===== config.mk =====
export PLATFORM = sky130hd
export DESIGN_NAME = cnn_weight_loader
export DESIGN_NICKNAME = d
export VERILOG_FILES = /design/src/rtl/cnn_weight_loader.sv
export SDC_FILE = /design/constraint.sdc
export NUM_CORES = 1
export LEC_CHECK = 0
export ABC_CLOCK_PERIOD_IN_PS = 2150
export CELL_PAD_IN_SITES_DETAIL_PLACEMENT = 1
export CELL_PAD_IN_SITES_GLOBAL_PLACEMENT = 2
export CORE_MARGIN = 2
export CORE_UTILIZATION = 36
export CTS_BUF_LIST = sky130_fd_sc_hd__clkbuf_8 sky130_fd_sc_hd__clkbuf_16
export CTS_CLUSTER_DIAMETER = 60
export DETAILED_ROUTE_END_ITERATION = 10
export PLACE_DENSITY = 0.87
export REMOVE_ABC_BUFFERS = 1
export SETUP_SLACK_MARGIN = 0.5
export SYNTH_ARGS = -nofsm -noshare
export SYNTH_HDL_FRONTEND = slang
export SYNTH_SLANG_ARGS = --single-unit
export TNS_END_PERCENT = 20

===== constraint.sdc =====
create_clock -name clk -period 2.15 [get_ports clk]
set_input_delay 0.43 -clock clk [delete_from_list [all_inputs] [get_ports clk]]
set_output_delay 0.43 -clock clk [all_outputs]
set_load 0.1 [all_outputs]

===== src/rtl/cnn_weight_loader.sv =====
// CNN weight loader: packs a signed byte stream into feature, bias and fully-connected
// weight words, strobes each finished word into its memory, then pulses the CNN start.
module cnn_weight_loader #(
    parameter int DATA_WIDTH       = 8,
    parameter int NUM_FEATURES     = 3,
    parameter int KERNEL_SIZE      = 4,
    parameter int FLATTENED_LENGTH = 432
) (
    input  logic                                                        clk,
    input  logic                                                        rst_loader,
    input  logic                                                        start,
    input  logic signed [DATA_WIDTH-1:0]                                in_data,
    input  logic                                                        in_valid,
    output logic                                                        in_ready,
    output logic [KERNEL_SIZE*KERNEL_SIZE*DATA_WIDTH-1:0]               feature_weights_output,
    output logic [$clog2(NUM_FEATURES)-1:0]                             feature_writeAddr,
    output logic                                                        feature_WrEn,
    output logic [4*DATA_WIDTH-1:0]                                     bias_weights_output,
    output logic                                                        bias_WrEn,
    output logic [KERNEL_SIZE*KERNEL_SIZE*DATA_WIDTH-1:0]               fullyconnected_weights_output,
    output logic [$clog2(FLATTENED_LENGTH/(KERNEL_SIZE*KERNEL_SIZE))-1:0] fullyconnected_writeAddr,
    output logic                                                        fullyconnected_WrEn,
    output logic                                                        convolution_enable,
    output logic                                                        busy,
    output logic                                                        done
);
    localparam int WORD_BYTES = KERNEL_SIZE * KERNEL_SIZE;
    localparam int WORD_W     = WORD_BYTES * DATA_WIDTH;
    localparam int BIAS_BYTES = 4;
    localparam int BIAS_W     = BIAS_BYTES * DATA_WIDTH;
    localparam int FC_WORDS   = FLATTENED_LENGTH / WORD_BYTES;
    localparam int FEAT_AW    = $clog2(NUM_FEATURES);
    localparam int FC_AW      = $clog2(FC_WORDS);
    localparam int CNT_W      = $clog2(WORD_BYTES);

    localparam logic [CNT_W-1:0]   LAST_WORD_BYTE = CNT_W'(WORD_BYTES - 1);
    localparam logic [CNT_W-1:0]   LAST_BIAS_BYTE = CNT_W'(BIAS_BYTES - 1);
    localparam logic [FEAT_AW-1:0] LAST_FEAT_SLOT = FEAT_AW'(NUM_FEATURES - 1);
    localparam logic [FC_AW-1:0]   LAST_FC_ADDR   = FC_AW'(FC_WORDS - 1);

    typedef enum logic [2:0] {
        IDLE,
        LOAD_FEAT,
        WR_FEAT,
        LOAD_BIAS,
        WR_BIAS,
        LOAD_FC,
        WR_FC,
        START_CNN
    } state_t;

    state_t           state;
    state_t           next_state;
    logic [CNT_W-1:0] byte_cnt;
    logic             accept;
    logic             word_done;

    // Byte handshake: a byte transfers on a rising edge where in_valid && in_ready are both
    // high; in_ready is a pure decode of the state and never depends on in_valid.
    assign accept    = in_valid && in_ready;
    assign word_done = accept && ((state == LOAD_BIAS) ? (byte_cnt == LAST_BIAS_BYTE)
                                                       : (byte_cnt == LAST_WORD_BYTE));

    always_ff @(posedge clk or negedge rst_loader) begin
        if (!rst_loader) begin
            state <= IDLE;
        end else begin
            state <= next_state;
        end
    end

    always_comb begin
        next_state          = state;
        in_ready            = 1'b0;
        busy                = 1'b1;
        feature_WrEn        = 1'b1;
        bias_WrEn           = 1'b1;
        fullyconnected_WrEn = 1'b1;
        convolution_enable  = 1'b1;
        case (state)
            IDLE: begin
                busy = 1'b0;
                if (start) next_state = LOAD_FEAT;
            end
            LOAD_FEAT: begin
                in_ready = 1'b1;
                if (word_done) next_state = WR_FEAT;
            end
            WR_FEAT: begin
                feature_WrEn = 1'b0;
                next_state   = (feature_writeAddr == LAST_FEAT_SLOT) ? LOAD_BIAS : LOAD_FEAT;
            end
            LOAD_BIAS: begin
                in_ready = 1'b1;
                if (word_done) next_state = WR_BIAS;
            end
            WR_BIAS: begin
                bias_WrEn  = 1'b0;
                next_state = LOAD_FC;
            end
            LOAD_FC: begin
                in_ready = 1'b1;
                if (word_done) next_state = WR_FC;
            end
            WR_FC: begin
                fullyconnected_WrEn = 1'b0;
                next_state = (fullyconnected_writeAddr == LAST_FC_ADDR) ? START_CNN : LOAD_FC;
            end
            START_CNN: begin
                convolution_enable = 1'b0;
                next_state         = IDLE;
            end
            default: next_state = IDLE;
        endcase
    end

    // The packing registers double as the data outputs; they move only on accepted bytes,
    // so each word is already stable during its write-strobe cycle.
    always_ff @(posedge clk or negedge rst_loader) begin
        if (!rst_loader) begin
            byte_cnt                      <= '0;
            feature_weights_output        <= '0;
            feature_writeAddr             <= '0;
            bias_weights_output           <= '0;
            fullyconnected_weights_output <= '0;
            fullyconnected_writeAddr      <= '0;
            done                          <= 1'b0;
        end else begin
            if (state == IDLE && start) begin
                byte_cnt                 <= '0;
                feature_writeAddr        <= '0;
                fullyconnected_writeAddr <= '0;
                done                     <= 1'b0;
            end
            if (accept) begin
                byte_cnt <= word_done ? '0 : byte_cnt + CNT_W'(1);
                case (state)
                    LOAD_FEAT: feature_weights_output <=
                        {feature_weights_output[WORD_W-DATA_WIDTH-1:0], in_data};
                    LOAD_BIAS: bias_weights_output <=
                        {bias_weights_output[BIAS_W-DATA_WIDTH-1:0], in_data};
                    LOAD_FC: fullyconnected_weights_output <=
                        {fullyconnected_weights_output[WORD_W-DATA_WIDTH-1:0], in_data};
                    default: ;
                endcase
            end
            if (state == WR_FEAT && feature_writeAddr != LAST_FEAT_SLOT) begin
                feature_writeAddr <= feature_writeAddr + FEAT_AW'(1);
            end
            if (state == WR_FC && fullyconnected_writeAddr != LAST_FC_ADDR) begin
                fullyconnected_writeAddr <= fullyconnected_writeAddr + FC_AW'(1);
            end
            if (state == START_CNN) begin
                done <= 1'b1;
            end
        end
    end

    // At most one memory write strobe may be active in any cycle.
    a_one_strobe: assert property (@(posedge clk) disable iff (!rst_loader)
        $countones({~feature_WrEn, ~bias_WrEn, ~fullyconnected_WrEn}) <= 1);

    a_ready_only_loading: assert property (@(posedge clk) disable iff (!rst_loader)
        in_ready |-> busy);

endmodule


==> results of run 1 <==
-- kinds of logic after synthesis --
family	count (synthesis)
flops	303
buf+inv	40
simple gates	52
mux	290
compound gates	20
fa+ha+maj	4
-- stage by stage --
step	TNS, ns	instance area (sq um)	hold WS (ns)	setup slack, ns	utilization, %
global placement	0	14670	0.3276	0.007974	46.26
detailed placement	-0.01278	14670	0.3282	-0.008644	46.26
finish	0	16810	0.3948	0.2006	53.01
global route	0	16810	0.3981	0.1506	53.01
floorplan	-747.36	11320	0.1344	-4.077	-
CTS	0	16070	0.3809	0.1806	50.68
-- per-layer routing --
metal / vias up / track usage (%)
met5: - / 0
met4: 0 / 4.032
met3: 41 / 7.528
met2: 238 / 28.89
met1: 3804 / 21.11
li1: 3311 / -
-- area by class of cell --
type                    instances  area [sq um]
clock buffers                  45          1036
clock inverters                18         98.84
fillers                      3079         14900
inverters                       6         22.52
multi-input cells             368          4013
flip-flops and latches        303          7586
well taps                     402         503.0
repair buffers                383          3556
-- state kept, by name, summed over array words and instances (netlist names) --
name and count:
fullyconnected_weights_output 128, bias_weights_output 32, feature_weights_output 128, state 3, fullyconnected_writeAddr 5, done 1, feature_writeAddr 2, byte_cnt 4
-- cell usage after synthesis --
cell / instances
o21ai_0: 10
or2_2: 1
buf_6: 16
nand4_1: 1
buf_4: 15
a22oi_1: 1
mux2i_1: 2
o31ai_1: 1
and2_1: 2
nor3b_1: 1
o211ai_1: 1
nor3_2: 1
dfrtp_1: 303
ha_1: 4
nand2b_1: 2
nand4b_1: 1
o21bai_1: 1
or3_1: 2
a31oi_1: 1
mux2_2: 284
nor2_2: 1
nand3b_1: 1
and3b_1: 1
a21o_1: 1
nor3_1: 1
a21oi_1: 1
nor2_1: 6
nand2_1: 16
mux2_4: 4
buf_2: 3
a22o_1: 2
a41oi_1: 1
inv_1: 6
nand2_2: 1
nand3_1: 14
-- placed cells by master, fill, tap and decap left out, types with 2 or more instances in the layout --
cell type,n
a22o_1,2
buf_12,22
buf_16,8
buf_4,319
buf_6,12
buf_8,2
clkbuf_16,46
clkbuf_8,8
clkdlybuf4s50_1,10
clkinv_2,3
clkinvlp_4,4
dfrtp_1,300
dfrtp_2,3
ha_1,4
inv_1,14
mux2_2,233
mux2_4,55
mux2i_1,2
nand2_1,13
nand2_2,2
nand2_8,3
nand3_1,14
nor2_1,5
nor3_4,2
o21ai_0,10
or3_1,2
-- path summary, 6_finish.rpt --
path	startpoint	endpoint	slack, ns	depth (start not counted)
setup / recovery	state[0]$_DFFE_PN0P_	feature_WrEn	0.20	3
hold / removal	rst_loader	fullyconnected_weights_output[125]$_DFFE_PN0P_	0.39	2
setup reg to reg	state[0]$_DFFE_PN0P_	fullyconnected_weights_output[73]$_DFFE_PN0P_	0.21	10
hold reg to reg	done$_DFFE_PN0P_	done$_DFFE_PN0P_	0.49	2
max in group asynchronous	rst_loader	fullyconnected_weights_output[43]$_DFFE_PN0P_	1.04	3
min in group clk	done$_DFFE_PN0P_	done$_DFFE_PN0P_	0.49	2
-- timing repair --
item | CTS | global route
resized for setup | 16 | 74
pin swaps | 1 | 2
setup buffers | 8 | 15
gates cloned | 5 | 16
setup endpoints to repair | 349 | 506
hold buffers | 1 | 0
endpoints found under the hold margin | 25 | 0
==> impl_results.md, run 1 <==
- Outcome: completed
- Die footprint: 33750 sq um
- Worst-margin pin slew: 0.4392 ns
- RSZ-0062 raised after global routing: yes
- Die Wd: 183.7 microns
- Crit-path max cell delay: 0.47 ns
- Met2 WL: 15.46 mm
- # DRC: 0
- Crit start category: flip-flop
- Worst setup EP type: output port
- Post-layout net count: 1114
- HP Class: primary input to asynchronous set/reset pin
- Fmax: 513.0 MHz
- GPL Wtd Cong: 0.7322
- Clock Latency Late Sink: 0.51 ns
- Post-synthesis xor/xnor area fraction: 0%
- Initial Util: 36.66%
- Syn Area/Cell: 16.40 sq um
- Synthesized instance count: 709
- # port buffers: 313
- Seq cells post-synth: 303
- Max Cap Viol: 0
- CP required: 1.72 ns
- Initial antenna violation count: 0
- Antenna diodes: 0
- Seq/Total Area, Yosys: 65.20%
- First-pass GRT wire length: 46.31 mm
- ANT nets after route: 0
- Endpoints failing setup: 0
- Wirelength, routed: 31.70 mm
- Via count: 7394
- Wire per inst: 20.79 microns
- H-tree lvl count: 2
- Iter 0 DRT Violations: 283
- Max stage delay cell, worst path: dfrtp_2
- Clk buf depth: 3
- Vias in the first global route: 7927
- Simple-Gate Fraction of Synth Area: 2.260%
- Fin crit share: 90.67%
- CTS Root Cell: clkbuf_16
- Worst clock skew: 0.02134 ns
- Clk sinks: 303
- Area Growth Syn to Fin: 44.60%
- IO Count: 314
- Worst Path Max Fanout: 6
- CP delay by family, top: flip-flops
- Synth area leader: dfrtp_1
- Pin count of the biggest net entering global routing: 73
- Post-route minimum period: 1.949 ns
- TritonCTS clock tree: yes
- Ys Warns: 0
- Inserted Clock Buffers: 36
- Clock transition at path regs: 0.06 ns
- Synth Cell Area: 11630 sq um
- Mux cell area share after synthesis: 28.19%
- Rows: 65
- Fraction of layout cells with a size suffix above 1: 65.18%
- Worst path bufs/invs: 1
- Fin cells: 1525
- Largest family of logic cells by synthesized area: multiplexers
- Final Hold Fails: 0
- Highest Signal Layer: met4
- Post-synthesis compound-gate area fraction: 1.076%
- Core ar.: 31720 sq um
- Post-synth top area share: 65.20%
- Worst path arrival time: 1.52 ns
- Slew margin rel.: 70.72%
- Placed cell count: 1417
- M1 wire length: 12.77 mm
- Critical-path cell list: nand2b_4 > or2_4 > buf_12
- DR vias/cell: 4.849
- Die Y: 183.7 microns
- Total grt overflow: 0
- Ranking of synthesized cells by area: dfrtp_1, mux2_2, buf_6
- Synth cell types: 35
- Number of iterations in the first detailed-routing pass: 4
- DPL Wire Length: 19.97 mm
- Crit Path Category: flip-flop to output port
- Fraction of the mapped netlist area in adder cells: 0.4304%
- Fin. max-slew vios: 0
- Met3 wire length: 3.018 mm
- GR Util All Layers: 17.46%
Power of run 1 is not shown: default switching activity piles up to over one toggle a cycle in this logic, so the estimate is an artifact.
==> run 2, diff against run 1 <==
--- a/config.mk
+++ b/config.mk
@@ -14,2 +14,3 @@
 export CTS_CLUSTER_DIAMETER = 60
+export CTS_CLUSTER_SIZE = 24
 export DETAILED_ROUTE_END_ITERATION = 10
@@ -18,2 +19,3 @@
 export SETUP_SLACK_MARGIN = 0.5
+export SLEW_MARGIN = 20
 export SYNTH_ARGS = -nofsm -noshare
--- a/constraint.sdc
+++ b/constraint.sdc
@@ -3,2 +3,2 @@
 set_output_delay 0.43 -clock clk [all_outputs]
-set_load 0.1 [all_outputs]
+set_load 0.005 [all_outputs]
==> run 2 against run 1 <==
  * Routed wire length grew 3.6%
  * Sequential share of layout area down 2.0 points
  * Worst setup slack got worse by 0.027 ns
  * Critical path depth is 1 higher
  * Largest cell class unchanged
  * First-iteration DRC count shrank 23%
  * Clock skew shrank 0.0022 ns
  * Design area up 4.6%
  * Global-route usage is 0.81 points higher
  * Count of clock-buffer cells in the layout fell by 18
  * Hold slack better by 0.017 ns
  * Final cell count increased by 4.1%
  * Register-to-register slack worse by 0.03 ns
  * Critical path type unchanged
==> impl_results.md, run 2 (same netlist as run 1, synthesis figures left out) <==
- Total Negative Setup Slacks: 0 ns (unchanged)
- Final Hold Fails: 0 (unchanged)
- PD cells: 1292 nW/um^2
- Fin. max-slew vios: 0 (unchanged)
- Number of iterations in the first detailed-routing pass: 6 (was 4)
- Iter 0 DRT Violations: 218 (was 283)
- Worst clock skew: 0.01918 ns (was 0.02134 ns)
- Area Growth Syn to Fin: 51.22% (was 44.60%)
- Die footprint: 33750 sq um (unchanged)
- Inserted Clock Buffers: 27 (was 36)
- Endpoints failing setup: 0 (unchanged)
- Worst Path Max Fanout: 5 (was 6)
- GPL Wtd Cong: 0.7452 (was 0.7322)
- Die Y: 183.7 microns (unchanged)
- Total grt overflow: 0 (unchanged)
- HP Class: primary input to asynchronous set/reset pin (unchanged)
- Crit Path Category: flip-flop to output port (unchanged)
- TritonCTS clock tree: yes (unchanged)
- Most frequent cells in the layout: dfrtp_1, mux2_2, clkdlybuf4s50_1 (was buf_4, dfrtp_1, mux2_2)
- Initial antenna violation count: 0 (unchanged)
- Die Wd: 183.7 microns (unchanged)
- # DRC: 0 (unchanged)
- Fin crit share: 91.93% (was 90.67%)
- GR Util All Layers: 18.27% (was 17.46%)
- Initial Util: 36.66% (unchanged)
- Rows: 65 (unchanged)
- H-tree lvl count: 1 (was 2)
- Clock Latency Late Sink: 0.56 ns (was 0.51 ns)
- Slew margin rel.: 66.74% (was 70.72%)
- RSZ-0062 raised after global routing: yes (unchanged)
- Area of the multi-input gates: 3755 sq um (was 4013 sq um)
- Worst-margin pin slew: 0.4989 ns (was 0.4392 ns)
- Max Cap Viol: 0 (unchanged)
- Clock transition at path regs: 0.09 ns (was 0.06 ns)
- First-pass GRT wire length: 48.50 mm (was 46.31 mm)
- Hold_ws: 0.4119 ns (was 0.3948 ns)
- Most common cell after layout, fill and taps aside: dfrtp_1 (was buf_4)
- Fraction of layout cells with a size suffix above 1: 46.37% (was 65.18%)
- Vias in the first global route: 8448 (was 7927)
- Fmax: 505.9 MHz (was 513.0 MHz)
- ANT nets after route: 0 (unchanged)
- DR vias/cell: 4.829 (was 4.849)
- Worst path arrival time: 1.55 ns (was 1.52 ns)
- VDD IR max: 0.0008351 V
- IO Count: 314 (unchanged)
- Antenna diodes: 0 (unchanged)
- Clk sinks: 303 (unchanged)
- Clk buf depth: 3 (unchanged)
- Worst setup EP type: output port (unchanged)
- DPL Wire Length: 20.45 mm (was 19.97 mm)
- Filler Cell Count: 3046 (was 3079)
- FF/Latch Area: 7587 sq um (was 7586 sq um)
- Wire per inst: 20.68 microns (was 20.79 microns)
- Post-route minimum period: 1.977 ns (was 1.949 ns)
- Leakage: 8.553 nW
- Largest registers: feature_weights_output x128, fullyconnected_weights_output x128, bias_weights_output x32 (unchanged)
- Placed Area: 15390 sq um (was 14670 sq um)
- # port buffers: 313 (unchanged)
- Finished Cell Area: 17580 sq um (was 16810 sq um)
- Outcome: completed (unchanged)
- Core ar.: 31720 sq um (unchanged)
- Via count: 7669 (was 7394)
- CTS Root Cell: clkbuf_16 (unchanged)
- Wirelength, routed: 32.84 mm (was 31.70 mm)
- Pin count of the biggest net entering global routing: 56 (was 73)
- Crit start category: flip-flop (unchanged)
- CP required: 1.72 ns (about the same)
- Post-layout net count: 1181 (was 1114)
[run 2: cell type report]
cell class / instances / area share (%)
clock buffers: 27 / 3.842
clock inverters: 23 / 1.779
inverters: 6 / 0.1281
multi-input cells: 366 / 21.35
flip-flops and latches: 303 / 43.15
well taps: 402 / 2.860
repair buffers: 461 / 26.89
[run 2: worst paths after layout]
kind	startpoint	endpoint	slack, ns	depth (start not counted)
worst min register to register	done$_DFFE_PN0P_	done$_DFFE_PN0P_	0.49	2
worst max register to register	state[2]$_DFFE_PN0P_	feature_weights_output[22]$_DFFE_PN0P_	0.18	7
worst max-delay path	state[1]$_DFFE_PN0P_	fullyconnected_WrEn	0.17	4
max in group asynchronous	rst_loader	fullyconnected_weights_output[82]$_DFFE_PN0P_	1.07	3
worst min-delay path	rst_loader	fullyconnected_weights_output[125]$_DFFE_PN0P_	0.41	2
min in group clk	done$_DFFE_PN0P_	done$_DFFE_PN0P_	0.49	2
[run 2: repair_timing]
action	CTS	global route
endpoints found under the setup margin	557	563
hold endpoints to repair	47	0
hold buffers	1	0
cloned	0	11
setup buffers	90	17
gates resized for setup	308	50
pin swaps	5	1
[run 2: power by group]
part	internal, mW	switching [mW]
clock	2.83	2.50
combinational	5.64	3.08
sequential	7.43	1.25
total	15.9	6.83
[run 2: per-layer routing]
layer	global-route usage (%)	vias up	wire length [microns]
li1	-	3440	-
met1	20.80	3961	12820
met2	31.95	230	16370
met3	7.944	38	3164
met4	3.648	0	488
met5	0	-	0
[run 2: metrics by stage]
| stage | utilization (%) | setup slack, ns | std cells | power (mW) |
|---|---|---|---|---|
| finish | 55.44 | 0.1734 | 1588 | 22.72 |
| global route | 55.44 | 0.1125 | 1588 | 23.97 |
| CTS | 53.75 | 0.1539 | 1560 | 22.42 |
| detailed placement | 48.53 | -0.04757 | 1419 | 16.45 |
| global placement | 48.53 | 0.006818 | 1419 | 16.17 |
| floorplan | - | -4.077 | 675 | 11.81 |
[run 2: worst max-delay path: stages, from the launching register on]
cell and delay, ns:
dfrtp_2 0.49, buf_6 0.15, and3b_2 0.22, inv_2 0.06, buf_6 0.08
(Power assumes the default switching activity.)
==> run 3, diff against run 2 <==
CORE_MARGIN = default   (was 2)
==> run 3 against run 2 <==
  * Sequential share of layout area decreased by 0.31 points
  * Combinational power decreased by 5.1%
  * First-iteration DRC count decreased by 26%
  * Via count decreased by 0.37%
  * Register-to-register slack improved by 0.14 ns
  * Maximum frequency increased by 2.7%
  * Clock skew increased by 0.0057 ns
  * Largest power group is now sequential cells
  * Worst setup slack improved by 0.052 ns
  * Highest routed layer is now met5
==> impl_results.md, run 3 (same netlist as run 1, synthesis figures left out) <==
- Outcome: completed (unchanged)
- Max stage delay cell, worst path: dfrtp_2 (unchanged)
- Fin crit share: 89.52% (was 91.93%)
- Area Growth Syn to Fin: 52.32% (was 51.22%)
- Reg-to-reg setup timing slack: 0.32 ns (was 0.18 ns)
- Worst-margin pin slew: 0.6104 ns (was 0.4989 ns)
- Slew margin rel.: 59.31% (was 66.74%)
- Wirelength, routed: 30.99 mm (was 32.84 mm)
- Placed Area: 15410 sq um (was 15390 sq um)
- Rows: 65 (unchanged)
- Initial Util: 36.76% (was 36.66%)
- Endpoints failing setup: 0 (unchanged)
- Clock transition at path regs: 0.08 ns (was 0.09 ns)
- Max Cap Viol: 0 (unchanged)
- Post-layout net count: 1199 (was 1181)
- Die footprint: 33020 sq um (was 33750 sq um)
- CP required: 1.72 ns (about the same)
- Clock Latency Late Sink: 0.56 ns (about the same)
- Inserted Clock Buffers: 27 (unchanged)
- Fin. max-slew vios: 0 (unchanged)
- Final Hold Fails: 0 (unchanged)
- Placed cell count: 1421 (was 1419)
- Worst clock skew: 0.02485 ns (was 0.01918 ns)
- VDD IR max: 0.0008308 V (was 0.0008351 V)
- FF-to-FF End: state[1]$_DFFE_PN0P_ (was feature_weights_output[22]$_DFFE_PN0P_)
- Wire per inst: 19.30 microns (was 20.68 microns)
- Crit start category: flip-flop (unchanged)
- Crit Path Category: flip-flop to output port (unchanged)
- DPL Wire Length: 20.20 mm (was 20.45 mm)
- Iter 0 DRT Violations: 161 (was 218)
- GR Util All Layers: 18.52% (was 18.27%)
- CTS Root Cell: clkbuf_16 (unchanged)
- R2R Path Start: state[2]$_DFFE_PN0P_ (unchanged)
- RSZ-0062 raised after global routing: yes (unchanged)
- Pin count of the biggest net entering global routing: 69 (was 56)
- Setup crit start: state[1]$_DFFE_PN0P_ (unchanged)
- Initial antenna violation count: 1 (was 0)
- Worst setup EP type: output port (unchanged)
- Via count: 7641 (was 7669)
- Clk sinks: 303 (unchanged)
- Most common cell after layout, fill and taps aside: dfrtp_1 (unchanged)
- Fin cells: 1606 (was 1588)
- Filler Cell Count: 3031 (was 3046)
- Fraction of layout cells with a size suffix above 1: 46.59% (was 46.37%)
- Clk buf depth: 3 (unchanged)
- First-pass GRT wire length: 48.56 mm (was 48.50 mm)
- TritonCTS clock tree: yes (unchanged)
- Antenna diodes: 0 (unchanged)
- Crit-path max cell delay: 0.41 ns (was 0.49 ns)
- Die Y: 181.7 microns (was 183.7 microns)
- # DRC: 0 (unchanged)
- Die Wd: 181.7 microns (was 183.7 microns)
- Finished Cell Area: 17710 sq um (was 17580 sq um)
- Worst path arrival time: 1.49 ns (was 1.55 ns)
- HP Class: primary input to asynchronous set/reset pin (unchanged)
- Largest registers: feature_weights_output x128, fullyconnected_weights_output x128, bias_weights_output x32 (unchanged)
- Critical Path Sink: feature_WrEn (was fullyconnected_WrEn)
- Critical-path cell list: buf_4 > nand2b_4 > or2_4 > buf_6 (was buf_6 > and3b_2 > inv_2 > buf_6)
- PD cells: 1257 nW/um^2 (was 1292 nW/um^2)
- Fmax: 519.6 MHz (was 505.9 MHz)
- Reg2reg path depth: 7 (unchanged)
- # port buffers: 313 (unchanged)
- Total grt overflow: 0 (unchanged)
- ANT nets after route: 0 (unchanged)
- IO Count: 314 (unchanged)
- Post-route minimum period: 1.925 ns (was 1.977 ns)
- H-tree lvl count: 1 (unchanged)
- Leakage: 9.713 nW (was 8.553 nW)
- Core ar.: 31640 sq um (was 31720 sq um)
- DR vias/cell: 4.758 (was 4.829)
- Most frequent cells in the layout: dfrtp_1, mux2_2, buf_4 (was dfrtp_1, mux2_2, clkdlybuf4s50_1)
- Vias in the first global route: 8223 (was 8448)
- Number of iterations in the first detailed-routing pass: 4 (was 6)
- GPL Wtd Cong: 0.7551 (was 0.7452)
- Worst Path Max Fanout: 4 (was 5)
## run 3: cell count changes in the layout (fill, tap and decap cells not counted), sizes merged
cell           before  now
clkdlybuf4s50     168   97
dlymetal6s2s       33  104
buf               160  185
clkbuf             36   27
inv                16   21
clkinv              7    4
clkdlybuf4s15      90   92
clkinvlp            3    1
## run 3: layout make-up
| cell class | count | area [sq um] | area share [%] |
|---|---|---|---|
| Inverter | 6 | 22.52 | 0.1271 |
| Tap cell | 402 | 503.0 | 2.840 |
| Timing Repair Buffer | 479 | 4832 | 27.28 |
| Multi-Input combinational cell | 366 | 3777 | 21.33 |
| Sequential cell | 303 | 7587 | 42.83 |
| Clock buffer | 27 | 675.6 | 3.814 |
| Clock inverter | 23 | 315.3 | 1.780 |
## run 3: timing repair
item / 4_1_cts / 5_1_grt
resized for setup: 296 / 117
hold buffers: 1 / 0
gates cloned: 0 / 0
setup endpoints to repair: 556 / 552
endpoints found under the hold margin: 58 / 0
buffers inserted: 88 / 46
pin swaps: 3 / 4
## run 3: how the worst min path moves through the flow
| stage | from | to | slack [ns] | depth (start not counted) |
|---|---|---|---|---|
| 3_3_place_gp | rst_loader | bias_weights_output[21]$_DFFE_PN0P_ | 0.46 | 1 |
| 2_1_floorplan | rst_loader | bias_weights_output[0]$_DFFE_PN0P_ | 0.13 | 0 |
| 4_1_cts | rst_loader | bias_weights_output[21]$_DFFE_PN0P_ | 0.46 | 2 |
| 5_1_grt | rst_loader | bias_weights_output[21]$_DFFE_PN0P_ | 0.49 | 2 |
| 3_5_place_dp | rst_loader | feature_weights_output[72]$_DFFE_PN0P_ | 0.46 | 1 |
| 6_report | rst_loader | bias_weights_output[21]$_DFFE_PN0P_ | 0.47 | 2 |
## run 3: stage by stage
stage               hold WS (ns)  power [mW]  setup TNS (ns)  utilization [%]  setup slack, ns
global placement          0.4598       16.13               0            48.70          0.05336
finish                    0.4746       22.26               0            55.99           0.2253
global route              0.4928       23.52               0            55.99           0.1637
CTS                       0.4621       22.36               0            53.91           0.2082
floorplan                 0.1344       11.81         -747.36                -           -4.077
detailed placement        0.4610       16.41               0            48.70          0.02392
## run 3: per-layer routing
metal  share of wire, %  routed length, microns  global-route usage, %
met1                 39                   12220                  22.34
met5              0.042                      13                      0
met4                1.7                     531                  3.763
met2                 50                   15380                  31.48
met3                9.2                    2840                  7.080
## run 3: power breakdown
group	internal, mW	switching (mW)
Combinational	5.34	2.94
Sequential	7.43	1.21
Clock	2.85	2.50
## run 3: worst max-delay path, delay by kind of cell (launching register included)
kind                   cells  cell delay (ns)
DFF                        1             0.41
buffers and inverters      2             0.27
and+or+nand+nor            2             0.28
